**src/rtl/t04_pkg.sv**
```systemverilog
// Shared team_04 definitions: fetch FSM states and the reset/NOP constants
// used by fetch, decode and control.
package t04_pkg;

  typedef enum logic [1:0] {
    IDLE  = 2'd0,
    FETCH = 2'd1,
    HOLD  = 2'd2
  } fetch_state_t;

  localparam logic [31:0] DEFAULT_RESET_PC  = 32'h0000_0000;
  localparam logic [31:0] DEFAULT_NOP_INSTR = 32'h0000_0013;  // addi x0,x0,0

endpackage

```
**src/rtl/t04_fetch.sv**
```systemverilog
// Instruction fetch: owns the PC, reads program memory over mem_read/mem_ack
// and presents one instruction at a time to decode, honouring redirects.
module t04_fetch
  import t04_pkg::*;
#(
  parameter logic [31:0] RESET_PC  = DEFAULT_RESET_PC,
  parameter logic [31:0] NOP_INSTR = DEFAULT_NOP_INSTR
) (
  input  logic        clk,
  input  logic        rst,
  input  logic        en,
  input  logic        stall,
  input  logic        branch_taken,
  input  logic [31:0] branch_target,
  output logic        mem_read,
  output logic [31:0] mem_addr,
  input  logic        mem_ack,
  input  logic [31:0] mem_rdata,
  output logic [31:0] instruction,
  output logic        instr_valid,
  output logic [31:0] pc_out,
  output logic        misaligned
);

  // Handshake: mem_read stays high with mem_addr frozen until the cycle
  // mem_ack is seen; that single ack cycle completes the transfer.
  fetch_state_t state;
  logic [31:0]  pc;
  logic [31:0]  pend_pc;
  logic         kill;
  logic [31:0]  redirect_pc;

  assign redirect_pc = {branch_target[31:2], 2'b00};
  assign mem_read    = (state == FETCH);
  assign mem_addr    = pc;

  always_ff @(posedge clk) begin
    if (rst) begin
      state       <= IDLE;
      pc          <= RESET_PC;
      pend_pc     <= RESET_PC;
      kill        <= 1'b0;
      instruction <= NOP_INSTR;
      instr_valid <= 1'b0;
      pc_out      <= RESET_PC;
      misaligned  <= 1'b0;
    end else begin
      if (branch_taken && (branch_target[1:0] != 2'b00))
        misaligned <= 1'b1;

      case (state)
        IDLE: begin
          if (branch_taken)
            pc <= redirect_pc;
          if (en)
            state <= FETCH;
        end

        FETCH: begin
          if (mem_ack) begin
            if (branch_taken) begin
              pc   <= redirect_pc;
              kill <= 1'b0;
            end else if (kill) begin
              // The outstanding read finished; only now may the address move.
              pc   <= pend_pc;
              kill <= 1'b0;
            end else begin
              instruction <= mem_rdata;
              pc_out      <= pc;
              instr_valid <= 1'b1;
              state       <= HOLD;
            end
          end else if (branch_taken) begin
            kill    <= 1'b1;
            pend_pc <= redirect_pc;
          end
        end

        HOLD: begin
          if (branch_taken) begin
            pc          <= redirect_pc;
            instr_valid <= 1'b0;
            instruction <= NOP_INSTR;
            state       <= FETCH;
          end else if (!stall) begin
            pc          <= pc + 32'd4;
            instr_valid <= 1'b0;
            instruction <= NOP_INSTR;
            state       <= en ? FETCH : IDLE;
          end
        end

        default: state <= IDLE;
      endcase
    end
  end

endmodule

```
**config.mk**
```make
export PLATFORM = sky130hd
export DESIGN_NAME = t04_fetch
export DESIGN_NICKNAME = d
export VERILOG_FILES = /design/src/rtl/t04_pkg.sv /design/src/rtl/t04_fetch.sv
export SDC_FILE = /design/constraint.sdc
export NUM_CORES = 1
export LEC_CHECK = 0
export ABC_AREA = 1
export BUFFER_PORTS_ARGS = -buffer_cell sky130_fd_sc_hd__clkbuf_2
export CORE_ASPECT_RATIO = 1.1
export CORE_MARGIN = 2
export CORE_UTILIZATION = 50
export CTS_CLUSTER_DIAMETER = 60
export DETAILED_ROUTE_END_ITERATION = 10
export PLACE_DENSITY_LB_ADDON = 0.05
export SLEW_MARGIN = 10
export SYNTH_ARGS = -nofsm -noshare
export SYNTH_HDL_FRONTEND = slang
export SYNTH_SLANG_ARGS = --single-unit
```
**constraint.sdc**
```tcl
create_clock -name clk -period 2 [get_ports clk]
set_clock_uncertainty 0.05 [all_clocks]
set_input_delay 0.2 -clock clk [delete_from_list [all_inputs] [get_ports clk]]
set_output_delay 0.2 -clock clk [all_outputs]
set_load 0.1 [all_outputs]
```
==> results of run 1 <==
==> sequential cells by signal (all words and copies together) (netlist names) <==
name and flops:
state 2, mem_addr 30, kill 1, instr_valid 1
misaligned 1, pc_out 30, pend_pc 30, instruction 32
==> area by class of cell <==
class,instances,share of cell area (%)
Timing Repair Buffer,233,17.6
Tap cell,157,2.34
Clock buffer,24,6.21
Timing Repair inverter,1,0.0894
Inverter,94,4.25
Sequential cell,127,30.6
Clock inverter,5,0.358
Multi-Input combinational cell,687,38.5
==> worst min path at each step <==
stage                endpoint  slack [ns]  cells past startpoint
5_1_grt            misaligned        0.03                      3
3_3_place_gp   instruction[5]        0.38                      3
4_1_cts           pend_pc[10]       0.002                      3
3_5_place_dp   instruction[3]        0.39                      3
6_report           misaligned        0.01                      3
2_1_floorplan     mem_addr[2]        0.29                      2
==> power by group through the flow <==
| stage | combinational [W] | clock (W) | sequential, W |
|---|---|---|---|
| after detailed placement | 0.00960 | 0 | 0.00408 |
| after CTS | 0.00969 | 0.00291 | 0.00403 |
| after global placement | 0.00956 | 0 | 0.00407 |
| after global routing | 0.0105 | 0.00301 | 0.00415 |
| final | 0.00981 | 0.00286 | 0.00406 |
| after floorplan | 0.00359 | 0 | 0.00833 |
==> metrics by stage <==
step / instances / hold slack, ns / power [W] / utilization (%) / worst slack, ns
floorplan: 965 / 0.289 / 0.0119 / - / 0.00414
global placement: 1253 / 0.381 / 0.0136 / 58.9 / 0.0676
detailed placement: 1253 / 0.386 / 0.0137 / 58.9 / 0.00664
CTS: 1321 / 0.00247 / 0.0166 / 66.4 / 0.0114
global route: 1328 / 0.0342 / 0.0177 / 67.0 / -0.0629
finish: 1328 / 0.0133 / 0.0167 / 67.0 / 0.0408
==> layout by cell type (no fill, tap or decap), drive strengths merged, types with 2 or more instances in the layout <==
cell type      n
conb           4
clkinv         3
nor3           3
nand2        268
a21oi        138
a211oi        14
nand3b         2
dfxtp        127
o211ai         2
inv           93
o22ai          3
dlygate4sd3   39
nand3         47
buf           30
o21ai        101
nor2          90
clkinvlp       4
ha             6
a31oi          2
clkbuf       188
==> per-layer routing <==
| metal | share of wire, % | vias up | GRT usage, % |
|---|---|---|---|
| li1 | - | 3508 | - |
| met1 | 44 | 3128 | 35.0 |
| met2 | 48 | 246 | 45.3 |
| met3 | 6.1 | 34 | 7.46 |
| met4 | 2.4 | 0 | 10.6 |
| met5 | 0 | - | 0 |
==> cells by family (layout without fill, tap and decap cells) <==
family,Yosys count,after routing,share of synthesized area [%]
adder cells (fa/ha/maj),6,6,1.18
XOR/XNOR,2,2,0.275
AO/OA/AOI/OAI,263,263,21.6
AND/OR/NAND/NOR,412,412,27.2
flip-flops,127,127,39.9
buffers and inverters,151,357,9.84
other,1,4,0.0589
==> worst max-delay path: stages, from the launching register on <==
cell	delay (ns)
sky130_fd_sc_hd__dfxtp_1	0.32
sky130_fd_sc_hd__inv_1	0.15
sky130_fd_sc_hd__ha_4	0.21
sky130_fd_sc_hd__nand2_1	0.12
sky130_fd_sc_hd__nor2_2	0.33
sky130_fd_sc_hd__clkinvlp_4	0.22
sky130_fd_sc_hd__buf_4	0.22
sky130_fd_sc_hd__o21ai_0	0.17
sky130_fd_sc_hd__a21oi_1	0.05
==> what timing repair did <==
| item | 4_1_cts | 5_1_grt |
|---|---|---|
| hold endpoints to repair | 39 | 0 |
| resized for setup | 0 | 7 |
| setup buffers | 0 | 6 |
| endpoints found under the setup margin | 0 | 72 |
| hold buffers | 39 | 0 |
==> qor.yml, run 1 <==
run_status:
  status: "complete, no violations"
power:
  power_switching_share_pct: 56.8
  vdd_ir_drop_max_mv: 1.87
  net-switching-power_w: 0.00951
  cell_pwr_density_nw_per_um2: 1990
  share_seq_of_total_power_pct: 24.2
  power.share.combinational_pct: 58.7
  p_int_w: 0.00722
  p_clk_share_pct: 17.1
  power_leakage_nw: 3.71
sta:
  slew_headroom_pct: 47.7
  worst_slew_pin_slew_ns: 0.785
  unrepaired_setup_endpoints_after_global_routing: "yes"
  timing.final.crit_share_pct: 98.0
  final_slew_viol_count: 0
  setup_tns_ns: 0
  period_needed_ns: 1.96
  report.final.hold_viol_count: 0
  finalSetupViolCount: 0
  max_clock_freq_mhz: 510
yosys:
  synth_largest_type_area_fraction_pct: 39.9
  yosys_warnings: 0
  dominantRegCellSynth: "sky130_fd_sc_hd__dfxtp_1"
  avgSynthCellArea_um2: 6.62
  number_of_cells_produced_by_synthesis: 962
  synthTopCellsByArea: "sky130_fd_sc_hd__dfxtp_1 40%, sky130_fd_sc_hd__nand2_1 15%, sky130_fd_sc_hd__a21oi_1 11%, sky130_fd_sc_hd__o21ai_0 7.4%, sky130_fd_sc_hd__inv_1 5.2%"
  synth.cells.most_frequent: "259 x sky130_fd_sc_hd__nand2_1, 138 x sky130_fd_sc_hd__a21oi_1, 127 x sky130_fd_sc_hd__dfxtp_1, 94 x sky130_fd_sc_hd__o21ai_0, 88 x sky130_fd_sc_hd__inv_1"
  synth_cell_type_count: 36
  synth.ff_latch_count: 127
  synth_area_um2: 6370
  edff_count_synth: 0
  yosysMostFrequentCell: "sky130_fd_sc_hd__nand2_1"
  synth-async-reset-ratio_pct: 0
  synth_area_leader_cell: "sky130_fd_sc_hd__dfxtp_1"
  share_of_the_yosys_chip_area_belonging_to_registers_pct: 39.9
routing:
  via_count: 6916
  wire_length_after_detailed_routing_um: 19000
  vias_per_cell: 5.21
  count_of_routing_violations_after_the_opening_detailed_route_iteration: 516
  drc: 0
  avgRoutedWirePerCell_um: 14.3
  antenna_violating_nets_post_route: 0
  first_pass_drt_iterations: 5
global_route:
  grt_remaining_overflow: 0
  grt_pass1_vias: 6136
  maximum_number_of_pins_on_one_net_before_global_route_repair: 72
  grt_antenna_before_repair: 0
  track_usage_pct: 27.6
  grt_first_pass_wirelength_um: 30200
clock_network:
  cts.htree.levels: 4
  ctsRootBufferMaster: "sky130_fd_sc_hd__clkbuf_16"
  clockBufferDepth: 2
  cts_num_sinks: 127
  cts_inserted_buffers: 17
  clk_pin_slew_worst_paths_ns: 0.05
  worst_skew_pair.late_latency_ns: 0.42
  tritoncts: "yes"
setup_path:
  r2r_end: "pend_pc[15]"
  setup_crit_end: "pend_pc[15]"
  cp-startpoint: "state[1]"
  critical_path.max_fanout: 12
  timing.setup.critical_path_class: "flip-flop to flip-flop"
  worstPathRequired_ns: 2.26
  critical_path_endpoint_category: "flip-flop"
  critical_path.reg2reg.startpoint: "state[1]"
  rr_worst_depth: 8
  setup.worst_path.start_class: "flip-flop"
  crit_arrival_ns: 2.22
  ff2ff_setup_slack_ns: 0.04
layout:
  nets: 1237
  fin_area_um2: 8400
  fillerInstances: 1192
  register_area_um2: 2570
  diodes_inserted: 0
  area_delta_synth_final_pct: 31.8
  multiInputGateArea_um2: 3230
  drive_gt1_share_pct: 23.8
placement:
  place.detailed.hpwl_um: 12500
  buffer_ports.inserted: 164
  gp_routability_congestion: 0.916
  dpl_cell_area_um2: 7380
min_path:
  hold_path.startpoint: "branch_target[1]"
  worst_hold_class: "primary input to flip-flop"
floorplan:
  initial_utilization_pct: 50.8
  floorplan.io_pins: 169
  core.rowCount: 43
  dieHeight_um: 122
  dieWidth_um: 112
  design.die.area_um2: 13700
  core_um2: 12500
run:
  maxCapViolations: 0
No activity file was read; power rests on OpenSTA's default activity.
==> run 2: changes to the inputs <==
--- a/config.mk
+++ b/config.mk
@@ -13,6 +13,7 @@
 export CTS_CLUSTER_DIAMETER = 60
 export DETAILED_ROUTE_END_ITERATION = 10
 export PLACE_DENSITY_LB_ADDON = 0.05
+export REMOVE_ABC_BUFFERS = 1
 export SLEW_MARGIN = 10
 export SYNTH_ARGS = -nofsm -noshare
 export SYNTH_HDL_FRONTEND = slang
==> qor.yml, run 2 (same netlist as run 1, synthesis figures left out) <==
placement:
  placed_cells: 1255
  dpl_cell_area_um2: 7370
  dp_worst_setup_slack_ns: 0.124
  buffer_ports.inserted: 164
  place.detailed.hpwl_um: 12400
  gp_routability_congestion: 0.922
floorplan:
  floorplan.io_pins: 169
  dieHeight_um: 122
  initial_utilization_pct: 50.8
  design.die.area_um2: 13700
  core_um2: 12500
  core.rowCount: 43
  dieWidth_um: 112
setup_path:
  critical_path.max_fanout: 14
  cp-startpoint: "state[1]"
  cpPeakStageDelay_ns: 0.36
  setup.worst_path.start_class: "flip-flop"
  ff2ff_setup_slack_ns: 0.16
  path_buf_inv: 2
  crit_arrival_ns: 2.13
  critical_path_endpoint_category: "flip-flop"
  cpLargestDelayFamily: "simple AND/OR/NAND/NOR gates"
  crit_path_top_delay_cell: "sky130_fd_sc_hd__dfxtp_2"
  path_cells: "inv_2 > ha_4 > nand2_2 > nand2_2 > nor2_4 > nand2_2 > nor2_4 > clkbuf_16 > nand2_1 > a21oi_1"
  timing.setup.critical_path_class: "flip-flop to flip-flop"
  worstPathRequired_ns: 2.29
  most_frequent_cell_on_the_critical_path: "sky130_fd_sc_hd__nand2_2"
  critical_path.reg2reg.startpoint: "state[1]"
global_route:
  track_usage_pct: 27.2
  grt_remaining_overflow: 0
  grt_first_pass_wirelength_um: 30000
  maximum_number_of_pins_on_one_net_before_global_route_repair: 72
  grt_antenna_before_repair: 0
  grt_pass1_vias: 6090
sta:
  report.final.hold_viol_count: 0
  finalSetupViolCount: 0
  unrepaired_setup_endpoints_after_global_routing: "no"
  period_needed_ns: 1.84
  final_slew_viol_count: 0
  fin_worst_hold_slack_ns: 0.0231
  timing.final.crit_share_pct: 92.0
  worst_slew_pin_slew_ns: 0.765
  slew_headroom_pct: 49.0
  fin_worst_setup_slack_ns: 0.160
  max_clock_freq_mhz: 543
routing:
  wl_met3_um: 1330
  antenna_violating_nets_post_route: 0
  routed-wl-met2_um: 8690
  avgRoutedWirePerCell_um: 14.2
  via_count: 6861
  count_of_routing_violations_after_the_opening_detailed_route_iteration: 502
  vias_per_cell: 5.17
  drc: 0
  first_pass_drt_iterations: 7
  highest_layer: "met4"
  routedLengthMet1_um: 8360
  wire_length_after_detailed_routing_um: 18800
layout:
  nets: 1234
  layout.cells.most_common_list: "257 x sky130_fd_sc_hd__nand2_1, 163 x sky130_fd_sc_hd__clkbuf_2, 138 x sky130_fd_sc_hd__a21oi_1"
  largest_register_ffs: 32
  diodes_inserted: 0
  mostFrequentLayoutCell: "sky130_fd_sc_hd__nand2_1"
  finalNonFillerCells: 1326
  regMostFlops: "instruction"
  area_delta_synth_final_pct: 32.9
  fin_area_um2: 8470
  drive_gt1_share_pct: 22.2
run:
  maxCapViolations: 0
clock_network:
  clk_pin_slew_worst_paths_ns: 0.05
  cts_num_sinks: 127
  cts.htree.levels: 4
  tritoncts: "yes"
  worst_skew_pair.late_latency_ns: 0.41
  clockBufferDepth: 2
  ctsRootBufferMaster: "sky130_fd_sc_hd__clkbuf_16"
  cts_inserted_buffers: 17
min_path:
  hold_path.startpoint: "branch_target[6]"
  worst_hold_class: "primary input to flip-flop"
run_status:
  status: "complete, no violations"
run 2: per-stage QoR:
step                util (%)  TNS [ns]
floorplan                  -   -127.09
global placement        58.8         0
detailed placement      58.8         0
CTS                     66.6         0
global route            67.5         0
finish                  67.5         0
run 2: timing repair:
item / 4_1_cts / 5_1_grt
hold endpoints to repair: 38 / 0
pin swaps: 0 / 2
resized for setup: 1 / 17
hold buffers: 38 / 0
setup buffers: 0 / 1
cloned: 0 / 2
setup endpoints to repair: 1 / 64
run 2: area by class of cell:
type	instances	area, um2
inverter	94	355
clock buffer	25	515
clock inverter	5	77.6
sequential	127	2550
tap	157	196
multi-input combinational	687	3260
fill	1151	4070
timing repair buffer	231	1510
run 2: worst paths after layout:
| path | to | depth (start not counted) |
|---|---|---|
| max | instruction[19] | 10 |
| min | pend_pc[6] | 3 |
| max reg2reg | instruction[19] | 10 |
| min reg2reg | pend_pc[7] | 2 |
run 2: layer usage:
| layer | track usage, % | vias up |
|---|---|---|
| met3 | 6.57 | 37 |
| li1 | - | 3507 |
| met5 | 0 | - |
| met2 | 43.7 | 272 |
| met4 | 10.4 | 0 |
| met1 | 35.6 | 3045 |
run 2: worst reg2reg max path, delay by kind of cell (launching register included):
family                     cells  cell delay, ns
AOI/OAI and AO/OA              1            0.12
adders and majority gates      1            0.19
buffers and inverters          2            0.30
DFF                            1            0.36
and+or+nand+nor                6            0.75
Power of run 2 is left out: the tool's default activity adds up to more than one toggle a clock period on the data nets, which glitch-free logic cannot reach.
